==> config.mk <==
export PLATFORM = sky130hd
export DESIGN_NAME = instr_fetch
export DESIGN_NICKNAME = d
export VERILOG_FILES = /design/src/rtl/mips_pkg.sv /design/src/rtl/next_pc_logic.sv /design/src/rtl/instr_fetch.sv
export SDC_FILE = /design/constraint.sdc
export NUM_CORES = 1
export LEC_CHECK = 0
export BUFFER_PORTS_ARGS = -buffer_cell sky130_fd_sc_hd__buf_2
export CAP_MARGIN = 5
export CELL_PAD_IN_SITES_DETAIL_PLACEMENT = 2
export CELL_PAD_IN_SITES_GLOBAL_PLACEMENT = 2
export CORE_MARGIN = 1
export CORE_UTILIZATION = 29
export CTS_BUF_LIST = sky130_fd_sc_hd__clkbuf_4
export DETAILED_ROUTE_END_ITERATION = 6
export GPL_TIMING_DRIVEN = 0
export HOLD_SLACK_MARGIN = 0.06
export PLACE_DENSITY = 0.92
export SYNTH_ARGS = -nofsm -noshare
export SYNTH_HDL_FRONTEND = slang
export SYNTH_SLANG_ARGS = --single-unit
==> constraint.sdc <==
create_clock -name clk -period 4.46 [get_ports clk]
set_input_delay 0 -clock clk [delete_from_list [all_inputs] [get_ports clk]]
set_output_delay 0 -clock clk [all_outputs]
set_load 0.01 [all_outputs]
==> src/rtl/mips_pkg.sv <==
// rtl/mips_pkg.sv - shared opcode constants, fetch FSM state type and reset vector
package mips_pkg;

  localparam int unsigned ADDR_W_DEF   = 32;
  localparam logic [31:0] RESET_PC_DEF = 32'h0000_0000;

  localparam logic [5:0] OP_RTYPE = 6'b000000;
  localparam logic [5:0] OP_LW    = 6'b100011;
  localparam logic [5:0] OP_SW    = 6'b101011;
  localparam logic [5:0] OP_BEQ   = 6'b000100;
  localparam logic [5:0] OP_J     = 6'b000010;

  typedef enum logic {
    S_FETCH = 1'b0,
    S_HOLD  = 1'b1
  } fetch_state_t;

endpackage

==> src/rtl/next_pc_logic.sv <==
// rtl/next_pc_logic.sv - combinational sequential/jump/branch next-PC select
module next_pc_logic #(
  parameter int unsigned ADDR_W = 32
) (
  input  logic [ADDR_W-3:0] pcWord,
  input  logic [25:0]       instrLow,
  input  logic              Jump,
  input  logic              Branch,
  input  logic              Zero,
  output logic [ADDR_W-3:0] pcPlus4Word,
  output logic [ADDR_W-3:0] nextPCWord
);

  localparam int unsigned WORD_W = ADDR_W - 2;

  // Working in word units keeps every target aligned without masking.
  logic [WORD_W-1:0] br_off;

  assign pcPlus4Word = pcWord + WORD_W'(1);
  assign br_off      = {{(WORD_W-16){instrLow[15]}}, instrLow[15:0]};

  always_comb begin
    nextPCWord = pcPlus4Word;
    if (Jump) begin
      nextPCWord = {pcPlus4Word[WORD_W-1:26], instrLow};
    end else if (Branch && Zero) begin
      nextPCWord = pcPlus4Word + br_off;
    end
  end

endmodule

==> src/rtl/instr_fetch.sv <==
// rtl/instr_fetch.sv - fetch stage: PC ownership, imem request handshake, instruction hold
import mips_pkg::*;

module instr_fetch #(
  parameter int unsigned       ADDR_W   = ADDR_W_DEF,
  parameter logic [ADDR_W-1:0] RESET_PC = ADDR_W'(RESET_PC_DEF)
) (
  input  logic              clk,
  input  logic              reset,
  output logic              imemReq,
  output logic [ADDR_W-1:0] imemAddr,
  input  logic              imemAck,
  input  logic [31:0]       imemData,
  output logic              instrValid,
  input  logic              instrReady,
  output logic [31:0]       instr,
  output logic [5:0]        opCode,
  output logic [ADDR_W-1:0] pc,
  output logic [ADDR_W-1:0] pcPlus4,
  input  logic              Jump,
  input  logic              Branch,
  input  logic              Zero
);

  fetch_state_t      state_q, state_d;
  logic [ADDR_W-3:0] pc_q, pc_d;
  logic [31:0]       instr_q, instr_d;
  logic [ADDR_W-3:0] plus4_w, next_w;

  next_pc_logic #(.ADDR_W(ADDR_W)) u_next_pc (
    .pcWord      (pc_q),
    .instrLow    (instr_q[25:0]),
    .Jump        (Jump),
    .Branch      (Branch),
    .Zero        (Zero),
    .pcPlus4Word (plus4_w),
    .nextPCWord  (next_w)
  );

  // Request/valid are gated by reset so nothing leaks out during the reset cycle.
  always_comb begin
    state_d    = state_q;
    pc_d       = pc_q;
    instr_d    = instr_q;
    imemReq    = 1'b0;
    instrValid = 1'b0;
    case (state_q)
      S_FETCH: begin
        imemReq = !reset;
        if (imemAck) begin
          instr_d = imemData;
          state_d = S_HOLD;
        end
      end
      S_HOLD: begin
        instrValid = !reset;
        if (instrReady) begin
          pc_d    = next_w;
          state_d = S_FETCH;
        end
      end
      default: state_d = S_FETCH;
    endcase
  end

  always_ff @(posedge clk) begin
    if (reset) begin
      state_q <= S_FETCH;
      pc_q    <= RESET_PC[ADDR_W-1:2];
      instr_q <= '0;
    end else begin
      state_q <= state_d;
      pc_q    <= pc_d;
      instr_q <= instr_d;
    end
  end

  assign imemAddr = {pc_q, 2'b00};
  assign pc       = {pc_q, 2'b00};
  assign pcPlus4  = {plus4_w, 2'b00};
  assign instr    = instr_q;
  assign opCode   = instr_q[31:26];

endmodule

---- Word level (Yosys, flattened, before mapping) ----
Index checks and enable logic that the tools add are counted.
operators by class
  bitwise logic cells ..................... 1
  $add $sub $neg .......................... 2
  reductions and logical operators ........ 4
  multiplexer cells ....................... 7
operators by type and width
  operator                                        count
  two-way mux 30 bit                              2
  adder 30 x 1 -> 30 bit (second input constant)  1
  adder 30 bit                                    1
  two-way mux 1 bit                               4
  AND reduction 2 bit                             2
  one-hot mux 1 bit (2 select lines)              1
  logical AND 1 bit                               1
  zero test 1 bit                                 1
  NOT 1 bit                                       1
storage, ports and cells
  bits in registers ....................... 63
  output and inout bits ................... 136

---- Depth between registers and ports, before layout ----
  depth after elaboration ................. 4
  gate-level depth with buffers ........... 15
  gate-level depth less buffers ........... 14

---- Hierarchy ----
A second synthesis with hierarchy kept.
unflattened totals
  cells, all modules ...................... 736
  area total of the unflattened synthesis .. 6,013.3 um^2
by module, submodules not included
  module         cells each  times used  area each (um^2)
  instr_fetch    330         1           3,265.6
  next_pc_logic  406         1           2,747.6

---- Least setup slack after synthesis ----
Ideal clock, no wire load.
  path kind ............................... reg-to-reg
  start point ............................. reg pc_q[8]
  end point ............................... reg pc_q[29]
  setup slack ............................. 0.419 ns
  arrival time ............................ 3.912 ns
  clock period less this slack ............ 4.041 ns
  library setup time ...................... 0.130 ns
  cell stages (with the launch flop) ...... 16
  cell sequence ........................... dfxtp_1 > buf_4 > nand4_2 > or4_4 > nor4_4 > and3_2 > xor2_1 > ha_1 > a21o_1 > a211oi_1 > o21ai_0 > a2111o_1 > nor3_1 > nor2b_1 > xnor2_1 > o22ai_1
on the way
  word-level cells in the longest chain between the ends .. 4
RTL lines
  element                 line                 source
  start, declared         instr_fetch.sv:26    logic [ADDR_W-3:0] pc_q, pc_d;
  start signal, assigned  instr_fetch.sv:69    pc_q <= RESET_PC[ADDR_W-1:2];
  start signal, assigned  instr_fetch.sv:73    pc_q <= pc_d;
  adder 30 x 1 -> 30 bit  next_pc_logic.sv:19  assign pcPlus4Word = pcWord + WORD_W'(1);
  net pcPlus4[27]         instr_fetch.sv:19    output logic [ADDR_W-1:0] pcPlus4,
  adder 30 bit            next_pc_logic.sv:27  nextPCWord = pcPlus4Word + br_off;
  two-way mux 30 bit      next_pc_logic.sv:26  end else if (Branch && Zero) begin
  two-way mux 30 bit      next_pc_logic.sv:24  if (Jump) begin
The timed path passes the listed nets, and every way through them passes these cells.
A chain may end at the register's enable or synchronous reset.

---- Worst setup path in the final report ----
  start point ............................. reg pc_q[7]
  end point ............................... reg pc_q[29]
on the way
  word-level cells in the longest chain between the ends .. 4
RTL lines
  element                   line
  adder 30 x 1 -> 30 bit *  next_pc_logic.sv:19
  adder 30 bit              next_pc_logic.sv:27
  two-way mux 30 bit        next_pc_logic.sv:26
  two-way mux 30 bit *      next_pc_logic.sv:24
Mark *: on every way between the ends. The rest lies on a longest branch, timed or not.

==> flow_metrics.tcl <==
set metrics [dict create \
    critPathMaxFanout 6 \
    insertion_delay_ns 0.50 \
    critPathMostFrequentCell "xnor2_1" \
    worst-slew-pin-transition_ns 1.09 \
    grt_pass1_vias 7275 \
    hpwl_um 19700 \
    rrSetupSlack_ns 0.07 \
    combPwrFrac_pct 26.7 \
    slew_headroom_pct 27.2 \
    wl_per_cell_um 24.9 \
    avgSynthCellArea_um2 7.40 \
    synth-main-ff-cell "dfxtp_1" \
    p_int_mw 0.976 \
    worstHoldPathType "primary input to register" \
    synth_cell_type_count 67 \
    crit_path_top_delay_cell "or4_4" \
    timing.hold.ws_ns 0.121 \
    grt_overflow 0 \
    clk_pin_slew_worst_paths_ns 0.15 \
    synth_edf_count 0 \
    io_buffers 167 \
    grt_pass1_wl_um 42200 \
    worstPathRequired_ns 4.82 \
    drv_slew 0 \
    grt_max_degree 24 \
    final.setup.tns_ns 0 \
    r2r-end "pc_q[29]$_SDFFE_PP0P_" \
    seq_power_share_pct 40.7 \
    die_h_um 137 \
    ys_warn_count 0 \
    leakagePower_nw 3.41 \
    fin_worst_skew_ns 0.0279 \
    syn_to_final_growth_pct 32.6 \
    switchingPower_mw 0.587 \
    cp-startpoint "pc_q[7]$_SDFFE_PP0P_" \
    initial_core_util_pct 29.6 \
    layout-drive-gt1-share_pct 27.0 \
    max_freq_ghz 0.228 \
    viasPerCell 5.80 \
    post-route-period-util_pct 98.5 \
    num_rows 49 \
    power_density_mw_per_mm2 222 \
    cp-end-kind "register" \
    layout_min_cycle_time_ns 4.39 \
    slowest_delay_ns 0.65 \
    switching_share_pct 37.6 \
    worstSetupEndpoint "pc_q[29]$_SDFFE_PP0P_" \
    cts_sinks 63 \
    final_common_cell "buf_2" \
    vdd_drop_max_uv 119 \
    drc_errors 0 \
    hold_violations 0 \
    dieArea_mm2 0.0189 \
    clockBufferDepth 2 \
    placed_area_mm2 0.00645 \
    stdcell_area_mm2 0.00705 \
    clockRootBuffer "clkbuf_4" \
    p_clk_share_pct 32.6 \
    run_status "completed" \
    reg2reg_depth 14 \
    first_pass_iters 5 \
    worst_setup_path_start_kind "register" \
    finalPower_mw 1.56 \
    dp_cells 1119 \
    die_x_um 137 \
    vias 6823 \
    setup_violations 0 \
    critical_path_class "register to register" \
    routed_wl_um 29200 \
    final_cells 1176 \
    coreArea_mm2 0.0180 \
    grt.total_usage_pct 29.9 \
    cap_violations 0 \
    cts_tree "done" \
    async_flop_share_pct 0 \
    cp_cell_sequence "nand3_2 -> or4_4 -> nor3_4 -> nand3_1 -> xnor2_1 -> ha_1 -> a21o_1 -> a211oi_1 -> o21ai_0 -> a2111o_1 -> nor3_1 -> nor2b_1 -> xnor2_1 -> o22ai_1" \
    synth_area_mm2 0.00531 \
    layout_common_cells "167 x buf_2, 117 x nand2_1, 79 x a21oi_1" \
    num_io_pins 175 \
    dr.first_iter.drc_count 525 \
    r2r-start "pc_q[7]$_SDFFE_PP0P_" \
    cp_data_arrival_time_ns 4.75 \
    ant_nets 0 \
    grt_antenna_before_repair 3 \
    globalplace.congestion 0.853 \
    ys_seq_area_share_pct 23.7 \
    cts_max_level 3 \
    numCtsBuffers 9 \
    final_nets 1016 \
    synth_seq_cells 63 \
    syn_inst 718 \
]
## sequential cells by signal, summed over array words and instances, names as in the netlist
signal,flops
state_q,1
instr,32
pc_q,30
## through the flow
step           util (%)  setup slack [ns]
2_1_floorplan         -             0.419
3_3_place_gp       35.9            -0.320
3_5_place_dp       35.9            -0.372
4_1_cts            38.9            0.0207
5_1_grt            39.2           -0.0365
6_report           39.2            0.0664
## critical path: cells and delay by family, from the launching register on
family / cells / cell delay [ns]
AND/OR/NAND/NOR: 6 / 1.75
AO/OA/AOI/OAI: 5 / 1.25
flip-flops: 1 / 0.48
XOR/XNOR: 2 / 0.42
adder cells (fa/ha/maj): 1 / 0.32
## Yosys cell counts, types with 4 or more instances
master / count / area share (%)
a31oi_1: 6 / 0.71
o21ai_0: 36 / 3.4
buf_4: 43 / 6.1
or3_1: 4 / 0.47
nor2_1: 53 / 3.7
buf_1: 8 / 0.57
nand3_1: 17 / 1.6
a211oi_1: 13 / 1.8
o211ai_1: 8 / 1.1
clkbuf_1: 21 / 1.5
xnor2_1: 25 / 4.1
nor2b_1: 8 / 0.94
nand2_1: 117 / 8.3
o22ai_1: 4 / 0.47
nand4_1: 7 / 0.82
xor2_1: 19 / 3.1
inv_1: 16 / 1.1
and2_1: 4 / 0.47
dfxtp_1: 63 / 24
and4_1: 4 / 0.66
and3_1: 7 / 0.82
nor3b_1: 7 / 0.99
mux2i_1: 5 / 0.94
ha_1: 36 / 8.5
o21bai_1: 9 / 1.3
a32o_1: 4 / 0.75
nand2b_1: 6 / 0.71
or2_2: 4 / 0.47
a21o_1: 12 / 1.7
a21oi_1: 79 / 7.4
nor3_1: 17 / 1.6
## power groups by stage
| stage | Combinational, mW | Sequential (mW) | Clock, mW |
|---|---|---|---|
| 2_1_floorplan | 0.207 | 0.641 | 0 |
| 3_3_place_gp | 0.344 | 0.642 | 0 |
| 3_5_place_dp | 0.364 | 0.644 | 0 |
| 4_1_cts | 0.392 | 0.632 | 0.500 |
| 5_1_grt | 0.441 | 0.640 | 0.523 |
| 6_report | 0.417 | 0.636 | 0.509 |
## worst min path at each step
stage | from | endpoint | slack (ns) | cells after the start
2_1_floorplan | imemAck | state_q$_SDFF_PP0_ | 0.11 | 1
3_3_place_gp | imemAck | state_q$_SDFF_PP0_ | 0.22 | 2
3_5_place_dp | imemAck | state_q$_SDFF_PP0_ | 0.23 | 2
4_1_cts | instrReady | pc_q[29]$_SDFFE_PP0P_ | 0.09 | 5
5_1_grt | Jump | pc_q[21]$_SDFFE_PP0P_ | 0.16 | 4
6_report | instrReady | pc_q[29]$_SDFFE_PP0P_ | 0.12 | 5
## metal layers
layer / vias to the layer above / share of wire (%) / wire (um) / global-route usage, %
met2: 360 / 49 / 14200 / 50.5
met3: 95 / 7.5 / 2200 / 4.75
met5: - / 0.044 / 13 / 0
li1: 2970 / - / - / -
met1: 3396 / 40 / 11600 / 36.0
met4: 2 / 4.1 / 1200 / 16.7
## cell type report
type | count | area (um2)
clock buffer | 9 | 67.6
multi-input combinational | 571 | 3610
fill | 2088 | 10900
antenna | 2 | 5.00
timing repair buffer | 207 | 1220
sequential | 63 | 1260
inverter | 17 | 63.8
clock inverter | 7 | 96.3
buffer | 71 | 428
tap | 229 | 287
## kinds of logic (layout without fill, tap and decap cells)
logic type / after synthesis / in the layout / synth area share (%)
buf+inv: 89 / 311 / 9.32
xor+xnor: 45 / 45 / 7.77
mux: 5 / 5 / 0.942
compound gates: 208 / 208 / 24.8
other cells: 1 / 8 / 0.0706
fa+ha+maj: 37 / 37 / 8.85
simple gates: 270 / 270 / 24.5
flops: 63 / 63 / 23.7
## repair_timing
action,CTS,global route
endpoints found under the hold margin,34,0
pin swaps,1,1
endpoints found under the setup margin,12,13
resized for setup,2,8
hold buffers,34,0
setup buffers,3,3
No activity file was read; power rests on OpenSTA's default activity.
